$ cat src/rtl/riscv_multicycle_controller.sv
// rtl/riscv_multicycle_controller.sv - multicycle RISC-V main controller FSM with embedded ALU and immediate decoders
// Optional BNE_EN: the branch state also handles bne and flags any other branch funct3 as illegal.
module riscv_multicycle_controller #(
  parameter int STATE_W = 4
) (
  input  logic               clk,
  input  logic               reset,
  input  logic [6:0]         op,
  input  logic [2:0]         funct3,
  input  logic               funct7_5,
  input  logic               Zero,
  output logic               PCWrite,
  output logic               AdrSrc,
  output logic               MemWrite,
  output logic               IRWrite,
  output logic [1:0]         ResultSrc,
  output logic [1:0]         ALUSrcA,
  output logic [1:0]         ALUSrcB,
  output logic [1:0]         ImmSrc,
  output logic               RegWrite,
  output logic [2:0]         ALUControl,
  output logic               Illegal,
  output logic [STATE_W-1:0] State
);

  localparam logic [6:0] OP_LW   = 7'b0000011;
  localparam logic [6:0] OP_SW   = 7'b0100011;
  localparam logic [6:0] OP_R    = 7'b0110011;
  localparam logic [6:0] OP_I    = 7'b0010011;
  localparam logic [6:0] OP_BEQ  = 7'b1100011;
  localparam logic [6:0] OP_JAL  = 7'b1101111;

  typedef enum logic [STATE_W-1:0] {
    FETCH    = STATE_W'(0),
    DECODE   = STATE_W'(1),
    MEMADR   = STATE_W'(2),
    MEMREAD  = STATE_W'(3),
    MEMWB    = STATE_W'(4),
    MEMWRITE = STATE_W'(5),
    EXECUTER = STATE_W'(6),
    EXECUTEI = STATE_W'(7),
    ALUWB    = STATE_W'(8),
    BEQ      = STATE_W'(9),
    JAL      = STATE_W'(10)
  } state_t;

  typedef struct packed {
    logic       pc_update;
    logic       branch;
    logic       adr_src;
    logic       mem_write;
    logic       ir_write;
    logic       reg_write;
    logic [1:0] result_src;
    logic [1:0] alu_src_a;
    logic [1:0] alu_src_b;
    logic [1:0] alu_op;
  } ctrl_t;

  // Moore control word for each state; unlisted fields stay 0.
  function automatic ctrl_t ctrl_for(input state_t s);
    ctrl_t c;
    c = '0;
    case (s)
      FETCH: begin
        c.ir_write   = 1'b1;
        c.alu_src_b  = 2'b10;
        c.result_src = 2'b10;
        c.pc_update  = 1'b1;
      end
      DECODE: begin
        c.alu_src_a = 2'b01;
        c.alu_src_b = 2'b01;
      end
      MEMADR: begin
        c.alu_src_a = 2'b10;
        c.alu_src_b = 2'b01;
      end
      MEMREAD:  c.adr_src = 1'b1;
      MEMWB: begin
        c.result_src = 2'b01;
        c.reg_write  = 1'b1;
      end
      MEMWRITE: begin
        c.adr_src   = 1'b1;
        c.mem_write = 1'b1;
      end
      EXECUTER: begin
        c.alu_src_a = 2'b10;
        c.alu_op    = 2'b10;
      end
      EXECUTEI: begin
        c.alu_src_a = 2'b10;
        c.alu_src_b = 2'b01;
        c.alu_op    = 2'b10;
      end
      ALUWB:    c.reg_write = 1'b1;
      BEQ: begin
        c.alu_src_a = 2'b10;
        c.alu_op    = 2'b01;
        c.branch    = 1'b1;
      end
      JAL: begin
        c.alu_src_a = 2'b01;
        c.alu_src_b = 2'b10;
        c.pc_update = 1'b1;
      end
      default: ;
    endcase
    return c;
  endfunction

  state_t state;
  state_t state_next;
  ctrl_t  ctrl;
  logic   decode_illegal;
  logic   branch_ok;
  logic   branch_illegal;

  always_comb begin
    state_next     = FETCH;
    decode_illegal = 1'b0;
    case (state)
      FETCH:  state_next = DECODE;
      DECODE: begin
        case (op)
          OP_LW, OP_SW: state_next = MEMADR;
          OP_R:         state_next = EXECUTER;
          OP_I:         state_next = EXECUTEI;
          OP_BEQ:       state_next = BEQ;
          OP_JAL:       state_next = JAL;
          default:      decode_illegal = 1'b1;
        endcase
      end
      MEMADR:   state_next = op[5] ? MEMWRITE : MEMREAD;
      MEMREAD:  state_next = MEMWB;
      EXECUTER: state_next = ALUWB;
      EXECUTEI: state_next = ALUWB;
      JAL:      state_next = ALUWB;
      default:  state_next = FETCH;
    endcase
  end

  // Control word is registered alongside the state so it tracks it exactly.
  always_ff @(posedge clk or posedge reset) begin
    if (reset) begin
      state <= FETCH;
      ctrl  <= ctrl_for(FETCH);
    end else begin
      state <= state_next;
      ctrl  <= ctrl_for(state_next);
    end
  end

`ifdef BNE_EN
  always_comb begin
    branch_ok      = 1'b0;
    branch_illegal = 1'b0;
    case (funct3)
      3'b000:  branch_ok = Zero;
      3'b001:  branch_ok = ~Zero;
      default: branch_illegal = ctrl.branch;
    endcase
  end
`else
  assign branch_ok      = Zero;
  assign branch_illegal = 1'b0;
`endif

  always_comb begin
    ALUControl = 3'b000;
    case (ctrl.alu_op)
      2'b01: ALUControl = 3'b001;
      2'b10: begin
        case (funct3)
          3'b000:  ALUControl = (op[5] & funct7_5) ? 3'b001 : 3'b000;
          3'b010:  ALUControl = 3'b101;
          3'b110:  ALUControl = 3'b011;
          3'b111:  ALUControl = 3'b010;
          3'b101:  ALUControl = funct7_5 ? 3'b110 : 3'b000;
          default: ALUControl = 3'b000;
        endcase
      end
      default: ALUControl = 3'b000;
    endcase
  end

  always_comb begin
    ImmSrc = 2'b00;
    case (op)
      OP_SW:   ImmSrc = 2'b01;
      OP_BEQ:  ImmSrc = 2'b10;
      OP_JAL:  ImmSrc = 2'b11;
      default: ImmSrc = 2'b00;
    endcase
  end

  // Write enables and Illegal are held low for as long as reset is high.
  assign PCWrite   = ~reset & (ctrl.pc_update | (ctrl.branch & branch_ok));
  assign IRWrite   = ~reset & ctrl.ir_write;
  assign RegWrite  = ~reset & ctrl.reg_write;
  assign MemWrite  = ~reset & ctrl.mem_write;
  assign Illegal   = ~reset & (decode_illegal | branch_illegal);
  assign AdrSrc    = ctrl.adr_src;
  assign ResultSrc = ctrl.result_src;
  assign ALUSrcA   = ctrl.alu_src_a;
  assign ALUSrcB   = ctrl.alu_src_b;
  assign State     = state;

endmodule

$ cat config.mk
export PLATFORM = sky130hd
export DESIGN_NAME = riscv_multicycle_controller
export DESIGN_NICKNAME = d
export VERILOG_FILES = /design/src/rtl/riscv_multicycle_controller.sv
export SDC_FILE = /design/constraint.sdc
export NUM_CORES = 1
export LEC_CHECK = 0
export ABC_AREA = 1
export CAP_MARGIN = 20
export CORE_MARGIN = 1.5
export CORE_UTILIZATION = 35
export CTS_CLUSTER_DIAMETER = 30
export CTS_CLUSTER_SIZE = 30
export DETAILED_ROUTE_END_ITERATION = 10
export MAX_ROUTING_LAYER = met4
export PLACE_DENSITY = 0.66
export SLEW_MARGIN = 30
export SYNTH_ARGS = -nofsm -noshare
export SYNTH_HDL_FRONTEND = slang
export SYNTH_SLANG_ARGS = --single-unit
export TNS_END_PERCENT = 100
$ cat constraint.sdc
create_clock -name clk -period 1.7 [get_ports clk]
set_input_delay 0.255 -clock clk [delete_from_list [all_inputs] [get_ports clk]]
set_output_delay 0.255 -clock clk [all_outputs]
set_load 0.1 [all_outputs]
# Yosys cells after proc, flatten, opt, wreduce, memory -nomap -nowiden
# Index checks and enable logic that the tools add are counted.
# word_totals
ff_bits,18
output_inout_bits,21
word_cells,81
in_bits,14
# classes
n_reduce_logical,13
n_bitwise,9
n_mux,20
eq_ne,28
# ops
cell,n
one-hot mux 4 bit (5 select lines),2
== test 4 x 3 -> 1 bit (second input constant),6
== test 4 x 2 -> 1 bit (second input constant),4
== test 4 bit (second input constant),4
one-hot mux 2 bit (2 select lines),4
one-hot mux 3 bit (5 select lines),1
== test 7 x 6 -> 1 bit (second input constant),2
== test 7 bit (second input constant),2
OR reduction 2 bit,6
== test 3 bit (second input constant),3
2-to-1 mux 1 bit,9
== test 4 x 1 -> 1 bit (second input constant),2
zero test 4 bit,2
AND 1 bit,7
== test 7 x 2 -> 1 bit (second input constant),1
== test 7 x 5 -> 1 bit (second input constant),1
2-to-1 mux 3 bit,2
one-hot mux 2 bit (3 select lines),1
one-hot mux 3 bit (2 select lines),1
OR reduction 3 bit,2
OR reduction 6 bit,1
OR reduction 4 bit,1
== test 3 x 2 -> 1 bit (second input constant),1
zero test 3 bit,1
other kinds (4),4

# Logic depth before layout (Yosys ltp)
# depth
depth_word,7
mapped_depth,10
ltp_nobuf,10

# Least setup slack after synthesis
# OpenSTA, ideal clock, no wires.
# synth_path
path_kind,register to output
from,reg state[0] (netlist: State[0])
to,out Illegal
arrival_time_ps,2787
n_path_buf,0
stages_incl_launch_ff,5
setup_slack_ps,-1342
path_cell_list,dfrtp_1 -> inv_2 -> nor3_4 -> nand3_1 -> nor2_1
# synth_between
elab_chain_len,3
# synth_lines
element,line,text
from (decl),113,state_t state;
from (signal assigned),150,state <= state_next;
== test 4 x 1 -> 1 bit,123,case (state)
2-to-1 mux 1 bit,123,
AND 1 bit,203,assign Illegal = ~reset & (decode_illegal | branch_illegal);
to (decl),22,"output logic Illegal,"
# Every way passes these cells.

# Worst setup path after layout
# layout_path
from,reg state[2] (netlist: State[2])
to,out Illegal
# Same word-level chain as after synthesis.

==> impl_table.tex <==
\begin{tabular}{lr}
\hline
Metric & Value \\
\hline
\multicolumn{2}{l}{\textbf{Placement}} \\
\quad Global placement routability congestion & 0.8594 \\
\quad Detail Placement HPWL & about 1.8 mm \\
\quad Placed cell count & 191 \\
\quad Buffers added on ports & 34 \\
\quad Placed cell area & 0.001664 mm\^{}2 \\
\multicolumn{2}{l}{\textbf{Logic synthesis}} \\
\quad Adder and majority gate portion of the synthesized area & 2.639\% \\
\quad Share of synthesized area occupied by flip-flops and latches & 42.61\% \\
\quad Portion of netlist area occupied by mux cells & 0\% \\
\quad Simple-gate portion of the synthesized area & around a third \\
\quad Cell type contributing the most total cell area after synthesis & sky130\_fd\_sc\_hd\_\_dfrtp\_1 \\
\quad Number of storage elements in the synthesis netlist & 16 \\
\quad Number of synthesis warnings & 0 \\
\quad Number of distinct library cell variants in the gate-level netlist after synthesis & 23 \\
\quad Compound-gate portion of the synthesized area & 6.860\% \\
\quad Syn Nets & between 100 and 150 \\
\quad Number of standard cells after synthesis & 118 \\
\quad Post-Synthesis Cell Area & about 950 um\^{}2 \\
\quad Xor/xnor cell area share of the yosys netlist & 0\% \\
\quad Fraction of synthesized cell area taken by the top area cell type & 34.30\% \\
\quad Largest cells by area after synthesis & sky130\_fd\_sc\_hd\_\_dfrtp\_1 (34\%), sky130\_fd\_sc\_hd\_\_dfstp\_2 (8.3\%), sky130\_fd\_sc\_hd\_\_inv\_1 (7.5\%) \\
\quad Syn\_area\_per\_cell & 8.037 um\^{}2 \\
\quad Main combinational cell family by area after synthesis & simple AND/OR/NAND/NOR gates \\
\multicolumn{2}{l}{\textbf{Die}} \\
\quad Die Width & roughly 55 um \\
\quad IO Pins & 35 \\
\quad Die height & roughly 55 um \\
\quad Initial core utilization & 37.60\% \\
\quad Row count & 18 \\
\quad Core area & 0.002522 mm\^{}2 \\
\quad Area enclosed by the die boundary & 0.003031 mm\^{}2 \\
\multicolumn{2}{l}{\textbf{Outcome}} \\
\quad Result of the run & finished with violations \\
\quad Violated checks & setup timing \\
\multicolumn{2}{l}{\textbf{GRT}} \\
\quad Antenna violations before repair & 0 \\
\quad All-Layer GR Usage & 18.05\% \\
\quad Number of global-route vias before repair & 892 \\
\quad Largest net degree at the start of global routing & 17 \\
\quad Total gr overflow & 0 \\
\quad Global-route wire length before repair & 3.691 mm \\
\multicolumn{2}{l}{\textbf{CTS}} \\
\quad Clock insertion delay at the later pin of the skew report & about 0.29 ns \\
\quad Clock buffer count from CTS & 3 \\
\quad CTS tree & done \\
\quad Clk Tree Root Cell & sky130\_fd\_sc\_hd\_\_clkbuf\_4 \\
\quad Hold buffer count at cts & 0 \\
\quad Clk sink count & 16 \\
\quad Clock-pin slew reported for the worst setup and hold paths after clock tree synthesis & 0.08 ns \\
\quad CTS H-tree depth & 1 \\
\quad Maximum root-to-sink buffer count & 2 \\
\multicolumn{2}{l}{\textbf{Timing}} \\
\quad Setup repair after global routing missed its margin & yes \\
\quad Final critical-path share of the clock period & 100.9\% \\
\quad Relative slew margins & between 80\% and 90\% \\
\quad Worst-case setup margin in the final layout & -0.01479 ns \\
\quad Final hold slack & 0.3842 ns \\
\quad Max-slew violations & 0 \\
\quad Final setup viols & 1 \\
\quad Post-Route Skew & 0.003601 ns \\
\quad Worst Tran Pin Value & 0.2867 ns \\
\quad Final number of hold-violating endpoints & 0 \\
\quad Tmin final & between 1.5 and 2 ns \\
\quad Max Clock Freq & 583.2 MHz \\
\multicolumn{2}{l}{\textbf{Setup path}} \\
\quad Max stage delay cell, worst path & sky130\_fd\_sc\_hd\_\_dfrtp\_2 \\
\quad Crit path top cell by count & sky130\_fd\_sc\_hd\_\_nor2\_4 \\
\quad Critical Path End Type & output port \\
\quad Arrival time of the worst setup path & 1.46 ns \\
\quad Critical path buffers and inverters & 2 \\
\quad Setup Crit Path Kind & reg -> out \\
\quad Cells along the critical path & nor2\_4 -> inv\_2 -> nor3\_4 -> nand3\_2 -> nor2\_4 -> buf\_12 \\
\quad Critical Path Fanout Max & 3 \\
\quad Crit start category & flip-flop \\
\quad Cell class contributing the biggest share of worst-path delay & simple AND/OR/NAND/NOR gates \\
\quad Worst stage delay on the critical path & about 0.43 ns \\
\quad Worst path required time & 1.44 ns \\
\multicolumn{2}{l}{\textbf{Drt}} \\
\quad Pre-antenna DRT Iters & 4 \\
\quad Routed WL per cell & 11.16 um \\
\quad Remaining antenna violation count after routing & 0 \\
\quad Post-detailed-routing wire length & 2.244 mm \\
\quad Number of vias per cell & 4.493 \\
\quad Vias after detailed routing & 903 \\
\quad Detailed router's first-iteration violation count & 10 \\
\quad Remaining routing DRC violations & 0 \\
\multicolumn{2}{l}{\textbf{Layout}} \\
\quad Share of cells above drive strength 1 & 54.39\% \\
\quad Synthesis-to-layout area growth & 86.94\% \\
\quad Final cell count without fillers & 201 \\
\quad Post-route design area & 0.001773 mm\^{}2 \\
\quad Most frequent cells in the layout & sky130\_fd\_sc\_hd\_\_buf\_12 (21), sky130\_fd\_sc\_hd\_\_buf\_4 (21), sky130\_fd\_sc\_hd\_\_inv\_1 (18), sky130\_fd\_sc\_hd\_\_nand2\_1 (13) \\
\quad N\_diodes & 0 \\
\quad \# nets final & 188 \\
\quad Final-layout fill cell count & 197 \\
\multicolumn{2}{l}{\textbf{Job}} \\
\quad Max-cap viol count & 0 \\
\multicolumn{2}{l}{\textbf{Pwr}} \\
\quad Total internal power & 1.117 mW \\
\quad Switching pwr & 1.132 mW \\
\quad Areal power density over the cells & 1268 mW/mm\^{}2 \\
\quad Leakage power figure & 0.8737 nW \\
\quad Clock network power share & 9.2\% \\
\quad Peak ir drop on the vdd network & 1.204 mV \\
\quad Fraction of power spent switching nets & 50.33\% \\
\quad Sequential Power Share & roughly a quarter \\
\quad Combinational group share of total power & approximately two thirds \\
\multicolumn{2}{l}{\textbf{Hold path}} \\
\quad Hold/Removal Path Class & in -> async \\
\hline
\end{tabular}
registers in the layout, summed over array words and instances (netlist names):
register and count:
ALUSrcB 2, ResultSrc 2, State 4, AdrSrc 1
ALUSrcA 2, ctrl 5
cells in the mapped netlist:
cell type	number
sky130_fd_sc_hd__a21oi_1	5
sky130_fd_sc_hd__ha_1	2
sky130_fd_sc_hd__nand2_4	2
sky130_fd_sc_hd__dfrtp_1	13
sky130_fd_sc_hd__nor3_2	1
sky130_fd_sc_hd__nor2_1	18
sky130_fd_sc_hd__nor3_1	1
sky130_fd_sc_hd__o22ai_1	1
sky130_fd_sc_hd__inv_2	4
sky130_fd_sc_hd__dfstp_2	3
sky130_fd_sc_hd__nor2_4	2
sky130_fd_sc_hd__o22ai_2	1
sky130_fd_sc_hd__nand2_1	14
sky130_fd_sc_hd__buf_4	6
sky130_fd_sc_hd__nand2_2	9
sky130_fd_sc_hd__o31ai_1	1
sky130_fd_sc_hd__o21ai_0	1
sky130_fd_sc_hd__nor3_4	1
sky130_fd_sc_hd__nor2_2	3
sky130_fd_sc_hd__nand3_1	9
sky130_fd_sc_hd__inv_1	19
sky130_fd_sc_hd__a21oi_2	1
sky130_fd_sc_hd__nand4_1	1
power groups by stage:
stage,clock network [mW],logic (mW),registers (mW)
2_1_floorplan,0,0.883,0.650
3_3_place_gp,0,1.43,0.582
3_5_place_dp,0,1.44,0.585
4_1_cts,0.217,1.46,0.576
5_1_grt,0.230,1.53,0.585
6_report,0.206,1.47,0.573
layout make-up:
cell class,instances,area (um^2),area share (%)
Clock buffer,4,26.28,1.482
Multi-Input combinational cell,73,496.7,28.02
Tap cell,30,37.54,2.117
Sequential cell,16,409.1,23.08
Inverter,23,86.33,4.869
Timing Repair Buffer,55,716.9,40.44
final timing paths:
path | from | cells after the start | endpoint | slack, ns
setup / recovery | State[2] | 6 | Illegal | -0.01
setup reg to reg | State[0] | 9 | ctrl[13] | 0.22
min in group clk | op[3] | 6 | State[0] | 0.43
hold reg to reg | State[3] | 3 | ResultSrc[0] | 0.59
hold / removal | reset | 3 | ALUSrcA[1] | 0.38
max in group asynchronous | reset | 3 | ResultSrc[1] | 1.07
metal layers:
metal  vias up  global-route usage, %  share of wire (%)
met5         -                      -                  0
met4         0                  6.098                1.0
met3         2                  4.839                5.1
met2        21                  29.76                 53
met1       413                  21.36                 41
li1        467                      -                  -
logic make-up (layout without fill, tap and decap cells):
family / count (synthesis) / in the layout
flip-flops: 16 / 16
AND/OR/NAND/NOR: 61 / 61
buffers and inverters: 29 / 82
adder cells (fa/ha/maj): 2 / 2
AO/OA/AOI/OAI: 10 / 10
what timing repair did:
item / in CTS / in global routing
endpoints found under the setup margin: 4 / 5
pin swaps: 4 / 8
gates cloned: 0 / 0
resized for setup: 7 / 10
buffers inserted: 3 / 3
tightest hold or removal path: stages:
cell and delay (ns):
sky130_fd_sc_hd__clkdlybuf4s50_1 0.42, sky130_fd_sc_hd__inv_1 0.12, sky130_fd_sc_hd__buf_4 0.25
per-stage QoR:
| stage | util (%) | setup TNS [ns] | total power, mW | worst slack [ns] |
|---|---|---|---|---|
| after floorplan | - | -0.3441 | 1.533 | -0.3441 |
| after global placement | 65.97 | -0.1495 | 2.015 | -0.04768 |
| after detailed placement | 65.97 | -0.3777 | 2.028 | -0.06176 |
| after CTS | 68.40 | -0.03835 | 2.249 | -0.03835 |
| after global routing | 70.29 | -0.1155 | 2.348 | -0.08348 |
| final | 70.29 | -0.01479 | 2.249 | -0.01479 |
(Power assumes the default switching activity.)
